--- config.mk ---
export PLATFORM = sky130hd
export DESIGN_NAME = input_vc_buffer
export DESIGN_NICKNAME = d
export VERILOG_FILES = /design/src/rtl/input_vc_buffer.sv
export SDC_FILE = /design/constraint.sdc
export NUM_CORES = 1
export LEC_CHECK = 0
export BUFFER_PORTS_ARGS = -buffer_cell sky130_fd_sc_hd__buf_2
export CAP_MARGIN = 25
export CORE_MARGIN = 10
export CORE_UTILIZATION = 63
export CTS_CLUSTER_DIAMETER = 100
export CTS_CLUSTER_SIZE = 10
export DETAILED_ROUTE_END_ITERATION = 16
export PLACE_DENSITY = 0.84
export SETUP_SLACK_MARGIN = 0.3
export SYNTH_ARGS = -nofsm -noshare
export SYNTH_HDL_FRONTEND = slang
export SYNTH_SLANG_ARGS = --single-unit
export TNS_END_PERCENT = 1
--- constraint.sdc ---
create_clock -name clk -period 9 [get_ports clk]
set_clock_uncertainty 0.15 [all_clocks]
set_input_delay 2.7 -clock clk [delete_from_list [all_inputs] [get_ports clk]]
set_output_delay 2.7 -clock clk [all_outputs]
set_load 0.05 [all_outputs]
--- src/rtl/input_vc_buffer.sv ---
// input_vc_buffer: per-VC input stage of a router port.
// A circular FIFO holds incoming flits. The head flit's destination is shown to
// route computation. An IDLE/VA/SA state machine then takes the packet through
// VC allocation and switch allocation.
//
// Flit layout, MSB first: {label[1:0], vc_id[VC_SIZE-1:0], x_dest, y_dest, payload}.
// Label encoding: HEAD=0, BODY=1, TAIL=2, HEADTAIL=3.
// Port encoding:  LOCAL=0, NORTH=1, SOUTH=2, WEST=3, EAST=4.
module input_vc_buffer #(
  parameter int BUFFER_SIZE = 8,
  parameter int VC_SIZE     = 2,
  parameter int DEST_X_W    = 4,
  parameter int DEST_Y_W    = 4,
  parameter int PAYLOAD_W   = 8,
  parameter int PORT_W      = 3,
  localparam int FLIT_W     = 2 + VC_SIZE + DEST_X_W + DEST_Y_W + PAYLOAD_W,
  localparam int PTR_W      = $clog2(BUFFER_SIZE)
) (
  input  logic                clk,
  input  logic                rst,
  input  logic [FLIT_W-1:0]   data_i,
  input  logic                write_i,
  input  logic                read_i,
  input  logic                va_grant_i,
  input  logic [VC_SIZE-1:0]  vc_new_i,
  input  logic [PORT_W-1:0]   out_port_i,
  output logic [DEST_X_W-1:0] x_dest_o,
  output logic [DEST_Y_W-1:0] y_dest_o,
  output logic [FLIT_W-1:0]   data_o,
  output logic [PORT_W-1:0]   out_port_o,
  output logic                vc_request_o,
  output logic                switch_request_o,
  output logic                is_full_o,
  output logic                is_empty_o,
  output logic                error_o
);

  localparam logic [1:0] LBL_HEAD     = 2'd0;
  localparam logic [1:0] LBL_BODY     = 2'd1;
  localparam logic [1:0] LBL_TAIL     = 2'd2;
  localparam logic [1:0] LBL_HEADTAIL = 2'd3;

  localparam logic [1:0] IDLE = 2'd0;
  localparam logic [1:0] VA   = 2'd1;
  localparam logic [1:0] SA   = 2'd2;

  localparam logic [PORT_W-1:0] PORT_LOCAL = '0;

  localparam logic [PTR_W-1:0] PTR_ONE  = {{(PTR_W-1){1'b0}}, 1'b1};
  localparam logic [PTR_W:0]   CNT_ONE  = {{PTR_W{1'b0}}, 1'b1};
  localparam logic [PTR_W:0]   CNT_FULL = BUFFER_SIZE[PTR_W:0];

  localparam int LBL_MSB = FLIT_W - 1;
  localparam int VC_MSB  = FLIT_W - 3;
  localparam int X_MSB   = DEST_X_W + DEST_Y_W + PAYLOAD_W - 1;
  localparam int Y_MSB   = DEST_Y_W + PAYLOAD_W - 1;
  localparam int LOW_W   = DEST_X_W + DEST_Y_W + PAYLOAD_W;

  logic [FLIT_W-1:0]  mem [BUFFER_SIZE];
  logic [PTR_W-1:0]   rd_ptr;
  logic [PTR_W-1:0]   wr_ptr;
  logic [PTR_W:0]     count;
  logic [1:0]         state;
  logic [VC_SIZE-1:0] vc_latched;
  logic               first_flit;

  logic [FLIT_W-1:0]  head;
  logic [1:0]         head_label;
  logic               head_is_head;
  logic               head_ends_pkt;
  logic               idle_drop;
  logic               sa_pop;
  logic               pop;
  logic               push;
  logic               err_now;

  // Head decode and the push/pop/error decisions for this cycle.
  always_comb begin
    head          = mem[rd_ptr];
    head_label    = head[LBL_MSB -: 2];
    head_is_head  = (head_label == LBL_HEAD) || (head_label == LBL_HEADTAIL);
    head_ends_pkt = (head_label == LBL_TAIL) || (head_label == LBL_HEADTAIL);
    // A non-head flit at the front while idle belongs to no packet and is discarded.
    idle_drop     = (state == IDLE) && !is_empty_o && !head_is_head;
    sa_pop        = (state == SA) && read_i && !is_empty_o;
    pop           = idle_drop || sa_pop;
    // A pop in the same cycle frees a slot, so a write into a full FIFO is still accepted.
    push          = write_i && (!is_full_o || pop);
    // A HEAD popped after the packet's first flit means a second header inside one packet.
    err_now       = (write_i && !push) || (read_i && !sa_pop) || idle_drop ||
                    (sa_pop && (head_label == LBL_HEAD) && !first_flit);
  end

  // Status and request outputs depend only on state and occupancy.
  always_comb begin
    is_empty_o       = (count == '0);
    is_full_o        = (count == CNT_FULL);
    vc_request_o     = (state == VA);
    switch_request_o = (state == SA) && !is_empty_o;
    x_dest_o         = is_empty_o ? '0 : head[X_MSB -: DEST_X_W];
    y_dest_o         = is_empty_o ? '0 : head[Y_MSB -: DEST_Y_W];
    data_o           = is_empty_o ? '0 : {head_label, vc_latched, head[LOW_W-1:0]};
  end

  // Flit storage. Contents are not reset because occupancy alone defines validity.
  always_ff @(posedge clk) begin
    if (push) mem[wr_ptr] <= data_i;
  end

  // Pointers and occupancy count.
  always_ff @(posedge clk or negedge rst) begin
    if (!rst) begin
      rd_ptr <= '0;
      wr_ptr <= '0;
      count  <= '0;
    end else begin
      if (push) wr_ptr <= wr_ptr + PTR_ONE;
      if (pop)  rd_ptr <= rd_ptr + PTR_ONE;
      if (push && !pop)      count <= count + CNT_ONE;
      else if (pop && !push) count <= count - CNT_ONE;
    end
  end

  // Packet sequencing: route latch in IDLE, VC grant in VA, flit forwarding in SA.
  always_ff @(posedge clk or negedge rst) begin
    if (!rst) begin
      state      <= IDLE;
      out_port_o <= PORT_LOCAL;
      vc_latched <= '0;
      first_flit <= 1'b0;
    end else begin
      case (state)
        IDLE: begin
          if (!is_empty_o && head_is_head) begin
            out_port_o <= out_port_i;
            state      <= VA;
          end
        end
        VA: begin
          if (va_grant_i) begin
            vc_latched <= vc_new_i;
            first_flit <= 1'b1;
            state      <= SA;
          end
        end
        SA: begin
          if (sa_pop) begin
            first_flit <= 1'b0;
            if (head_ends_pkt) state <= IDLE;
          end
        end
        default: state <= IDLE;
      endcase
    end
  end

  // Sticky protocol-violation flag, cleared only by reset.
  always_ff @(posedge clk or negedge rst) begin
    if (!rst)         error_o <= 1'b0;
    else if (err_now) error_o <= 1'b1;
  end

endmodule

==> metrics.md <==
| Metric | Value |
|---|---|
| Status | completed |
| Critical path arrival | 2.93 ns |
| Clock Path Buffers | 2 |
| Final Max Slew Viols | 0 |
| Gr usage total | 18.1% |
| Number of global-route vias before repair | 3,582 |
| Least-Margin Pin Slew | 0.996 ns |
| Max Fanout on Critical Path | 16 |
| Register-to-Register Path Depth | 13 |
| Setup Viol. Count Final | 0 |
| Nets | 443 |
| CP Class | reg2out |
| Layout cell share with drive strength beyond 1 | 38.4% |
| R2R Setup Slk | 4.16 ns |
| Async set-reset flop share out of synthesis | 11.7% |
| CP max stage delay | 0.76 ns |
| Fill count | 589 |
| Mapped Area | 6630 sq um |
| Avg Inst Size Synth | 19.7 sq um |
| WHS Path Cells | 1 |
| Largest net degree at the start of global routing | 29 |
| Worst skew pair latency | 0.53 ns |
| Fin. Hold Viols | 0 |
| Worst Path Required | 6.15 ns |
| Final worst path period share | 64.3% |
| Fin Setup TNS | 0 ns |
| Commonest non-fill, non-tap cell in the layout | edfxtp_1 |
| HP Class | reg2reg |
| CP max-delay cell | nor4_4 |
| CP Capture Type | output pin |
| Die H | 123 um |
| ANT nets after route | 0 |
| Setup bufs post-CTS | 0 |
| Antenna Cells | 0 |
| Max Cap Violations | 0 |
| Yosys reg bits | 163 |
| Startpoint types | register |
| Clk sinks | 163 |
| Register area share after synthesis | 72.4% |
| Unrepaired setup endpoints after global routing | false |
| Dpl hpwl | 7970 um |
| DRC errors left | 0 |
| # rows | 37 |
| Share of the synthesized area in the top cell type | 65.3% |
| Mapped Cells | 337 |
| Area leader, netlist | edfxtp_1 |
| Post-CTS sizing | 0 |
| Vias per inst | 6.18 |
| DIE AREA | 15,000 sq um |
| Global route overflow | 0 |
| Routed WL | 12,800 um |
| CTS Buf Count | 17 |
| Synthesis-to-finish area growth | 15.4% |
| CORE AREA | 10,300 sq um |
| Commonest non-fill, non-tap cells in the layout | edfxtp_1, buf_2, mux4_2 |
| Cts hold-fix bufs | 0 |
| Drt wl/cell | 23.1 um |
| Largest cells by area after synthesis | edfxtp_1, mux4_2, dfrtp_1 |
| RD Place Congestion | 0.750 |
| Fmax | 173 MHz |
| Initial antenna violation count | 0 |
| Relative slew margins | 33.5% |
| CTS root buf | clkbuf_8 |
| Netlist cell types | 40 |
| Via count | 3,417 |
| Initial DRT Pass Iterations | 4 |
| CP Cell Sequence | nor4_4, nor2b_1, buf_4, a22o_1, buf_2 |
| Syn Nets | 376 |
| Number of flops mapped to enable cells by yosys | 144 |
| DR iter-0 viols | 299 |
| Fin crit period | 5.78 ns |
| CTS H-Tree Depth | 4 |
| Wire length of the first global-routing pass | 19,900 um |
| Initial core utilization | 64.5% |
| Worst-path clk slew | 0.06 ns |
| Synth Flop Type | edfxtp_1 |
| Chip Width | 123 um |
| Synthesis Warnings | 0 |
| CTS tree | yes |
| I/O pin count | 66 |
| Port bufs | 63 |
[path summary, 6_finish.rpt]
kind,from,endpoint
max in group asynchronous,rst,rd_ptr[0]
min,wr_ptr[2],wr_ptr[2]
max reg2reg,rd_ptr[1],count[3]
max,count[0],data_o[13]
min reg2reg,wr_ptr[2],wr_ptr[2]
min in group asynchronous,rst,error_o
[critical path: cells and delay by family (launching register included)]
family	cells	cell delay, ns
compound gates	1	0.24
buf+inv	2	0.52
flops	1	0.48
simple gates	2	1.14
[final cells by class]
class / count / area, sq um / share of cell area [%]
clock buffer: 19 / 422 / 5.52
tap: 136 / 170 / 2.23
clock inverter: 13 / 124 / 1.62
timing repair buffer: 74 / 398 / 5.21
sequential: 163 / 4800 / 62.8
multi-input combinational: 139 / 1690 / 22.2
inverter: 9 / 33.8 / 0.442
[state kept, by name, indices dropped and copies added, names as in the netlist]
name and flops:
mem 144, count 4, out_port_o 3, rd_ptr 3
wr_ptr 3, state 2, vc_latched 2, error_o 1
first_flit 1
[cell families (layout without fill, tap and decap cells)]
kind of cell	count (synthesis)	count (layout)	synth area share [%]
XOR/XNOR	6	6	0.793
buffers and inverters	35	115	2.74
AO/OA/AOI/OAI	31	31	3.72
AND/OR/NAND/NOR	45	45	4.29
multiplexers	48	48	14.2
adder cells (fa/ha/maj)	9	9	1.81
flip-flops	163	163	72.4
[synth_stat cells (6+ instances only)]
cell type and number:
nand2_1 6, inv_1 9, dfrtp_1 19, nor3_1 6, ha_1 8, buf_2 7, edfxtp_1 144, a22o_1 16
buf_4 11, mux2_2 8, nor2_1 6, mux4_2 36
[through the flow]
stage | util, % | worst slack, ns | std cells | hold WS [ns] | area (sq um)
final | 74.4 | 3.22 | 553 | 0.352 | 7640
after global routing | 74.4 | 3.06 | 553 | 0.369 | 7640
after CTS | 74.4 | 3.16 | 553 | 0.346 | 7640
after detailed placement | 69.1 | 3.75 | 521 | 0.329 | 7100
after global placement | 69.1 | 3.79 | 521 | 0.326 | 7100
after floorplan | - | 3.27 | 337 | 0.304 | 6630
[layer usage]
layer	vias to the layer above	track usage, %	wire length, um
met3	19	5.60	930
met1	1778	22.9	4930
met4	0	6.70	161
met2	120	29.2	6750
met5	-	0	0
li1	1500	-	-
Power is left out: the tool's default activity adds up to more than one toggle a clock period on the data nets, which glitch-free logic cannot reach.
